File: src/rtl/alu_cmd_issuer.sv
// alu_cmd_issuer: queues valid/ready ALU commands in a small FIFO and drives
// the operand and select registers of the external 4-bit ALU. After a
// programmable settle time it captures the ALU result and returns it on a
// valid/ready response stream.
// Optional macro ALU_CHECK_EN: builds an internal reference ALU and raises a
// sticky mismatch flag when the captured alu_y disagrees with it.
module alu_cmd_issuer #(
  parameter int DEPTH         = 4,
  parameter int SETTLE_CYCLES = 1
) (
  input  logic       clk,
  input  logic       rst,
  input  logic       cmd_valid,
  output logic       cmd_ready,
  input  logic [1:0] cmd_op,
  input  logic [3:0] cmd_a,
  input  logic [3:0] cmd_b,
  output logic [3:0] alu_a,
  output logic [3:0] alu_b,
  output logic [1:0] alu_sel,
  input  logic [3:0] alu_y,
  output logic       rsp_valid,
  input  logic       rsp_ready,
  output logic [3:0] rsp_y,
  output logic [1:0] rsp_op,
  output logic [7:0] op_count,
  output logic       busy,
  output logic       mismatch
);

  localparam int AW = $clog2(DEPTH);
  localparam int CW = (SETTLE_CYCLES < 2) ? 1 : $clog2(SETTLE_CYCLES + 1);
  localparam logic [AW-1:0] PTR_ONE     = AW'(1);
  localparam logic [AW:0]   COUNT_ONE   = (AW + 1)'(1);
  localparam logic [AW:0]   FULL_COUNT  = (AW + 1)'(DEPTH);
  localparam logic [CW-1:0] CNT_ONE     = CW'(1);
  localparam logic [CW-1:0] SETTLE_INIT = CW'(SETTLE_CYCLES);

  if (SETTLE_CYCLES < 1) begin : g_bad_settle
    $error("alu_cmd_issuer: SETTLE_CYCLES must be at least 1");
  end
  if ((DEPTH < 2) || ((DEPTH & (DEPTH - 1)) != 0)) begin : g_bad_depth
    $error("alu_cmd_issuer: DEPTH must be a power of two and at least 2");
  end

  typedef enum logic [1:0] {IDLE, WAIT, RESP} state_t;

  state_t        state;
  state_t        next_state;
  logic [9:0]    mem [DEPTH];
  logic [AW-1:0] wr_ptr;
  logic [AW-1:0] rd_ptr;
  logic [AW:0]   count;
  logic [CW-1:0] settle_cnt;
  logic          empty;
  logic          full;
  logic          push;
  logic          pop;
  logic          capture;
  logic          done;
  logic [9:0]    head;

  assign empty     = (count == '0);
  assign full      = (count == FULL_COUNT);
  assign cmd_ready = !full;
  assign push      = cmd_valid && cmd_ready;
  assign head      = mem[rd_ptr];
  assign busy      = (state != IDLE) || !empty;

  // Command storage; entries need no reset because occupancy guards reads.
  always_ff @(posedge clk) begin
    if (push) mem[wr_ptr] <= {cmd_op, cmd_a, cmd_b};
  end

  // FIFO pointers and occupancy; a full FIFO never pushes, an empty one never pops.
  always_ff @(posedge clk) begin
    if (rst) begin
      wr_ptr <= '0;
      rd_ptr <= '0;
      count  <= '0;
    end else begin
      if (push) wr_ptr <= wr_ptr + PTR_ONE;
      if (pop)  rd_ptr <= rd_ptr + PTR_ONE;
      case ({push, pop})
        2'b10:   count <= count + COUNT_ONE;
        2'b01:   count <= count - COUNT_ONE;
        default: count <= count;
      endcase
    end
  end

  // Sequencer state register.
  always_ff @(posedge clk) begin
    if (rst) state <= IDLE;
    else     state <= next_state;
  end

  // Sequencer transitions; a retired response chains straight into the next command.
  always_comb begin
    next_state = state;
    case (state)
      IDLE:    if (!empty) next_state = WAIT;
      WAIT:    if (settle_cnt == CNT_ONE) next_state = RESP;
      RESP:    if (rsp_ready) next_state = empty ? IDLE : WAIT;
      default: next_state = IDLE;
    endcase
  end

  // Sequencer strobes: when to pop/load, capture the ALU, and retire a response.
  always_comb begin
    pop     = 1'b0;
    capture = 1'b0;
    done    = 1'b0;
    case (state)
      IDLE: pop = !empty;
      WAIT: capture = (settle_cnt == CNT_ONE);
      RESP: begin
        done = rsp_ready;
        pop  = rsp_ready && !empty;
      end
      default: ;
    endcase
  end

  // ALU drive registers change only when a command is loaded, so they stay put while settling.
  always_ff @(posedge clk) begin
    if (rst) begin
      alu_a   <= '0;
      alu_b   <= '0;
      alu_sel <= '0;
    end else if (pop) begin
      alu_sel <= head[9:8];
      alu_a   <= head[7:4];
      alu_b   <= head[3:0];
    end
  end

  // Settle counter: loaded with the settle time on a load, counts down while waiting.
  always_ff @(posedge clk) begin
    if (rst)                  settle_cnt <= '0;
    else if (pop)             settle_cnt <= SETTLE_INIT;
    else if (state == WAIT)   settle_cnt <= settle_cnt - CNT_ONE;
  end

  // Response holding register and completion counter.
  always_ff @(posedge clk) begin
    if (rst) begin
      rsp_valid <= 1'b0;
      rsp_y     <= '0;
      rsp_op    <= '0;
      op_count  <= '0;
    end else begin
      if (capture) begin
        rsp_valid <= 1'b1;
        rsp_y     <= alu_y;
        rsp_op    <= alu_sel;
      end
      if (done) begin
        rsp_valid <= 1'b0;
        op_count  <= op_count + 8'd1;
      end
    end
  end

`ifdef ALU_CHECK_EN
  logic [3:0] model_y;

  // Reference ALU evaluated on the registered drive lines.
  always_comb begin
    model_y = '0;
    case (alu_sel)
      2'b00:   model_y = alu_a + alu_b;
      2'b01:   model_y = alu_a - alu_b;
      2'b10:   model_y = alu_a & alu_b;
      default: model_y = alu_a | alu_b;
    endcase
  end

  // Sticky flag set when the external ALU disagrees at the capture edge.
  always_ff @(posedge clk) begin
    if (rst)                               mismatch <= 1'b0;
    else if (capture && (alu_y != model_y)) mismatch <= 1'b1;
  end
`else
  assign mismatch = 1'b0;
`endif

endmodule

File: config.mk
export PLATFORM = sky130hd
export DESIGN_NAME = alu_cmd_issuer
export DESIGN_NICKNAME = d
export VERILOG_FILES = /design/src/rtl/alu_cmd_issuer.sv
export SDC_FILE = /design/constraint.sdc
export NUM_CORES = 1
export LEC_CHECK = 0
export ABC_AREA = 0
export ABC_CLOCK_PERIOD_IN_PS = 3600
export CAP_MARGIN = 20
export CORE_ASPECT_RATIO = 0.5
export CORE_MARGIN = 5
export CORE_UTILIZATION = 50
export CTS_CLUSTER_SIZE = 14
export DETAILED_ROUTE_END_ITERATION = 6
export HOLD_SLACK_MARGIN = 0.08
export PLACE_DENSITY_LB_ADDON = 0.15
export SLEW_MARGIN = 20
export SYNTH_ARGS = -nofsm -noshare
export SYNTH_HDL_FRONTEND = slang
export SYNTH_SLANG_ARGS = --single-unit
export TNS_END_PERCENT = 50
File: constraint.sdc
create_clock -name clk -period 3.6 [get_ports clk]
set_input_delay 0.72 -clock clk [delete_from_list [all_inputs] [get_ports clk]]
set_output_delay 0.72 -clock clk [all_outputs]
set_load 0.02 [all_outputs]
==> flow_summary.ini, run 1 <==
[synthesis]
yosys_warnings = 0
ys_types = 38
ys_ff_latch = 75
ys_seq_area_share_pct = 61.4
syn_avg_cell_area_um2 = 13.2
async_reset_ff_share_pct = 0
synth_edf_count = 40
syn_inst = 235
synth_nets = 260
netlist_area_um2 = 3100
synthFlopType = edfxtp_1

[clock_tree]
cts_hold_buf = 0
clk_path_buf_depth = 2
cts_setup_buffers = 0
clk_pin_slew_ns = 0.05
numCtsBuffers = 9
htreeDepth = 3
ctsResizeCount = 0
clkLatencyLatePin_ns = 0.33
cts_tree = done
clkSinkCount = 75
cts-root-buf = clkbuf_16

[pwr]
p_switching_mw = 0.853
irDropWorstVdd_v = 0.000308
powerDensity_nw_per_um2 = 713
p_int_mw = 1.89
leakagePower_nw = 1.37
p_sw_share_pct = 31.1
pwr-share-clk_pct = 29.0
power.share.combinational_pct = 28.5
p_total_mw = 2.74
pwr-share-seq_pct = 42.5

[route]
via_per_inst = 5.41
routedWlPerCell_um = 15.9
first_iter_violations = 102
drc_errors = 0
wl_mm = 5.83
vias = 1984
first_pass_iters = 4
ant_nets = 0

[worst_setup_path]
critical_path_arrival_ns = 2.22
path_class = flop to output pin
worstRegToRegCells = 8
worstSetupStartpointType = flop
cp_max_fo = 14
r2r_start = state[1]
endpoint_kind = output pin
crit_end = busy
r2r_setup_slack_ns = 1.20
r2r_end = count[2]
worstSetupStartpoint = count[0]
cp.required_ns = 2.88

[timing]
fin_crit_ns = 2.94
period_share_pct = 81.6
final_max_slew_viol_count = 0
fin_worst_skew_ns = 0.00679
hold_slack_ns = 0.481
hold_viol_final = 0
grt_setup_unrepaired = false
fmax_mhz = 340
worst_pin_slew_ns = 0.861
fin_ws_ns = 0.663
relSlewSlack_pct = 42.5
setup_viol = 0
timing.setup.tns_ns = 0

[global_route]
antenna_found_initial = 0
grt_overflow = 0
grt_pass1_vias = 1911
grt_max_degree = 22
grt_pass1_wl_mm = 9.73
track_usage_pct = 16.5

[placed_design]
io_buffers = 44
dp.cells = 351
dpl.hpwl_mm = 3.96
postPlaceCellArea_um2 = 3570
globalplace.congestion = 0.735
dp_slack_ns = 0.448

[floorplanning]
die_w_um = 121
die_h_um = 65.7
die_area_um2 = 7970
num_rows = 20
pin_count = 46
core_um2 = 6030
start_util_pct = 51.4

[cells_and_area]
final_util_pct = 63.7
fin_nets = 299
n_antenna_cell = 0
fill_cells = 469
design_area_um2 = 3840
drive_gt1_share_pct = 8.24
synthToLayoutAreaGrowth_pct = 23.9
final_cells = 367

[job]
maxCapViolations = 0

[hold_path]
hold_path.class = flop to flop

[status]
status = finished clean
[state kept, by name, indices dropped and copies added (netlist names), 2 cells and up]
register  flops
count         3
state         2
alu_sel       2
rd_ptr        2
rsp_y         4
op_count      8
rsp_op        2
wr_ptr        2
mem          40
alu_b         4
alu_a         4
[how the worst min path moves through the flow]
stage | start | to | cells after the start
2_1_floorplan | count[2] | count[2] | 2
3_3_place_gp | op_count[7] | op_count[7] | 2
3_5_place_dp | op_count[7] | op_count[7] | 2
4_1_cts | alu_a[2] | alu_a[2] | 2
5_1_grt | op_count[7] | op_count[7] | 2
6_report | alu_a[2] | alu_a[2] | 2
[metal layers]
metal	global-route usage, %	wire [µm]	vias up
li1	-	-	966
met1	20.9	2720	960
met2	24.5	2700	49
met3	7.48	328	9
met4	7.12	86	0
met5	0	0	-
[worst max-delay path: stages (launching register included)]
cell             delay, ns
dfxtp_1               0.34
or3_1                 0.59
or3_1                 0.40
clkdlybuf4s50_1       0.55
[area by class of cell]
| cell class | instances | area (µm²) | area share (%) |
|---|---|---|---|
| flip-flops and latches | 75 | 1900 | 49.5 |
| multi-input cells | 135 | 1080 | 28.0 |
| repair buffers | 46 | 455 | 11.9 |
| clock buffers | 11 | 243 | 6.32 |
| well taps | 88 | 110 | 2.87 |
| clock inverters | 5 | 28.8 | 0.749 |
| inverters | 7 | 26.3 | 0.684 |
[cells by family after synthesis]
kind of cell               Yosys count  share of synthesized area (%)
and+or+nand+nor                     61                           11.1
xor gates and xnor gates             5                           1.41
AOI/OAI and AO/OA                   43                           8.48
buffers and inverters               25                           3.92
adders and majority gates            7                           3.07
DFF                                 75                           61.4
other                                1                          0.121
muxes                               18                           10.5
[synth_stat cells, types with 4 or more instances]
cell type	instances	share of area [%]
mux4_2	5	3.6
or3_1	5	1.0
mux4_1	5	4.2
ha_1	6	2.4
inv_1	7	0.85
and3_1	5	1.0
nand2_1	4	0.48
nor2_1	14	1.7
nand4_1	13	2.6
a21oi_1	20	3.2
buf_2	8	1.3
dfxtp_1	35	23
o31ai_1	15	3.6
xor2_1	4	1.1
edfxtp_1	40	39
or4_1	4	0.97
o21ai_0	4	0.65
clkbuf_1	6	0.73
nand3_1	5	0.81
mux2i_1	7	2.3
[layout by cell type, fill, tap and decap left out, types with 5 or more instances in the layout]
master           count
nor2_1              14
mux4_2               5
dfxtp_1             35
nand3_1              5
o31ai_1             15
and3_1               5
a21oi_1             20
ha_1                 6
inv_1                7
clkdlybuf4s50_1     44
clkbuf_16            9
mux2i_1              7
or3_1                5
nand4_1             13
mux4_1               5
edfxtp_1            40
[power by group through the flow]
stage                     combinational (mW)  sequential [mW]  clock [mW]
after floorplan                        0.506             1.19           0
after global placement                 0.766             1.18           0
after detailed placement               0.782             1.18           0
after CTS                              0.788             1.17       0.815
after global routing                   0.855             1.19       0.866
final                                  0.781             1.16       0.795
(Power assumes the default switching activity.)
==> run 2, diff against run 1 <==
--- a/config.mk
+++ b/config.mk
@@ -6,7 +6,7 @@
 export NUM_CORES = 1
 export LEC_CHECK = 0
 export ABC_AREA = 0
-export ABC_CLOCK_PERIOD_IN_PS = 3600
+export ABC_CLOCK_PERIOD_IN_PS = 2900
 export CAP_MARGIN = 20
 export CORE_ASPECT_RATIO = 0.5
 export CORE_MARGIN = 5
==> constraint.sdc (replaced) <==
create_clock -name clk -period 2.9 [get_ports clk]
set_input_delay 0.58 -clock clk [delete_from_list [all_inputs] [get_ports clk]]
set_output_delay 0.58 -clock clk [all_outputs]
set_load 0.02 [all_outputs]
==> run 2 against run 1 <==
Effect of this change: setup slack got worse by 0.27 ns; clock power increased by 53%; wire length increased by 7.9%; hold slack got worse by 0.0075 ns; highest routed layer unchanged; combinational power increased by 32%; largest cell class unchanged; first-iteration DRC count increased by 17%; count of clock-buffer cells in the layout decreased by 1; via count increased by 2.9%; core utilization increased by 1.6 points; non-clock buffer count increased by 5; sequential share of layout area decreased by 1.2 points; die area unchanged.
==> flow_summary.ini, run 2 (synthesis gave the netlist of run 1 again) <==
[cells_and_area]
n_antenna_cell = 0
final_cell_mix = clkdlybuf4s50_1 (44), edfxtp_1 (40), dfxtp_1 (35)
register_area_um2 = 1900
largest_register_ffs = 40
drive_gt1_share_pct = 9.86
fin_nets = 304
fill_cells = 446
layout_commonest_cell = clkdlybuf4s50_1
multiInputGateArea_um2 = 1080
synthToLayoutAreaGrowth_pct = 27.1
top_regs = mem x40, op_count x8
design_area_um2 = 3940
top_register = mem

[timing]
fin_ws_ns = 0.391
worst_pin_slew_ns = 0.758
fin_worst_skew_ns = 0.00411
final_max_slew_viol_count = 0
period_share_pct = 86.5
timing.setup.tns_ns = 0
hold_viol_final = 0
relSlewSlack_pct = 49.4
fmax_mhz = 399
grt_setup_unrepaired = false
hold_slack_ns = 0.474
fin_crit_ns = 2.51
setup_viol = 0

[placed_design]
dp_slack_ns = 0.127
io_buffers = 44
postPlaceCellArea_um2 = 3610
globalplace.congestion = 0.760
dpl.hpwl_mm = 4.10

[clock_tree]
clkLatencyLatePin_ns = 0.32
numCtsBuffers = 9
ctsResizeCount = 0
cts_tree = done
cts_setup_buffers = 0
clk_path_buf_depth = 2
clk_pin_slew_ns = 0.06
cts_hold_buf = 0
htreeDepth = 3
cts-root-buf = clkbuf_16
clkSinkCount = 75

[worst_setup_path]
endpoint_kind = output pin
r2r_start = count[2]
worstSetupStartpointType = flop
worstRegToRegCells = 8
r2r_end = count[2]
crit_path_top_delay_cell = clkdlybuf4s50_1
cp_cell_sequence = or3_1 > or3_1 > clkdlybuf4s50_1
cp.required_ns = 2.32
critical_path_arrival_ns = 1.93
r2r_setup_slack_ns = 0.51
slowest_delay_ns = 0.56
path_common_cell = or3_1
cp_max_fo = 5
path_class = flop to output pin

[route]
ant_nets = 0
via_per_inst = 5.49
first_iter_violations = 119
vias = 2042
first_pass_iters = 4
routedWlPerCell_um = 16.9
wl_mm = 6.29
drc_errors = 0

[floorplanning]
die_area_um2 = 7970
core_um2 = 6030
pin_count = 46
num_rows = 20
start_util_pct = 51.4
die_h_um = 65.7
die_w_um = 121

[job]
maxCapViolations = 0

[hold_path]
hold_path.class = flop to flop
holdPathEnd = alu_b[2]
hold_depth = 2
worstHoldStart = alu_b[2]

[status]
status = finished clean

[pwr]
leakagePower_nw = 1.43
powerDensity_nw_per_um2 = 933
irDropWorstVdd_v = 0.000409

[global_route]
grt_max_degree = 18
grt_pass1_wl_mm = 10.5
track_usage_pct = 17.5
grt_overflow = 0
antenna_found_initial = 0
grt_pass1_vias = 2065
-- run 2: changes by cell type in the layout (fill, tap and decap cells not counted), sizes merged --
cell,delta
buf,+5
bufinv,+3
clkinvlp,-2
clkbuf,-1
-- run 2: critical path, delay by kind of cell (launching register included) --
kind	cells	cell delay (ns)
flip-flops	1	0.35
buffers and inverters	1	0.56
AND/OR/NAND/NOR	2	0.70
-- run 2: layer usage --
layer / vias to the layer above / global-route usage, % / share of wire [%]
met4: 0 / 6.56 / 1.2
li1: 980 / - / -
met1: 996 / 21.8 / 43
met5: - / 0 / 0
met2: 60 / 29.3 / 51
met3: 6 / 4.90 / 5.5
-- run 2: power breakdown --
group | switching (mW) | internal (mW) | leakage, nW
Combinational | 0.551 | 0.479 | 0.611
Sequential | 0.132 | 1.29 | 0.652
Clock | 0.389 | 0.834 | 0.164
-- run 2: how the worst max path moves through the flow --
stage,start,end,slack [ns],cells past startpoint
finish,count[0],busy,0.39,3
global route,rsp_ready,count[2],0.28,9
CTS,count[0],busy,0.38,3
detailed placement,rsp_ready,count[2],0.13,9
global placement,rsp_ready,count[2],0.23,9
floorplan,count[0],count[2],0.70,9
-- run 2: layout make-up --
| class | count | share of cell area [%] |
|---|---|---|
| clock inverters | 6 | 2.64 |
| clock buffers | 10 | 5.81 |
| well taps | 88 | 2.79 |
| multi-input cells | 135 | 27.3 |
| flip-flops and latches | 75 | 48.3 |
| inverters | 7 | 0.667 |
| repair buffers | 51 | 12.5 |
-- run 2: through the flow --
stage / instances / total power, mW / util [%]
2_1_floorplan: 235 / 2.10 / -
3_3_place_gp: 356 / 2.44 / 59.8
3_5_place_dp: 356 / 2.47 / 59.8
4_1_cts: 372 / 3.71 / 65.3
5_1_grt: 372 / 3.88 / 65.3
6_report: 372 / 3.68 / 65.3
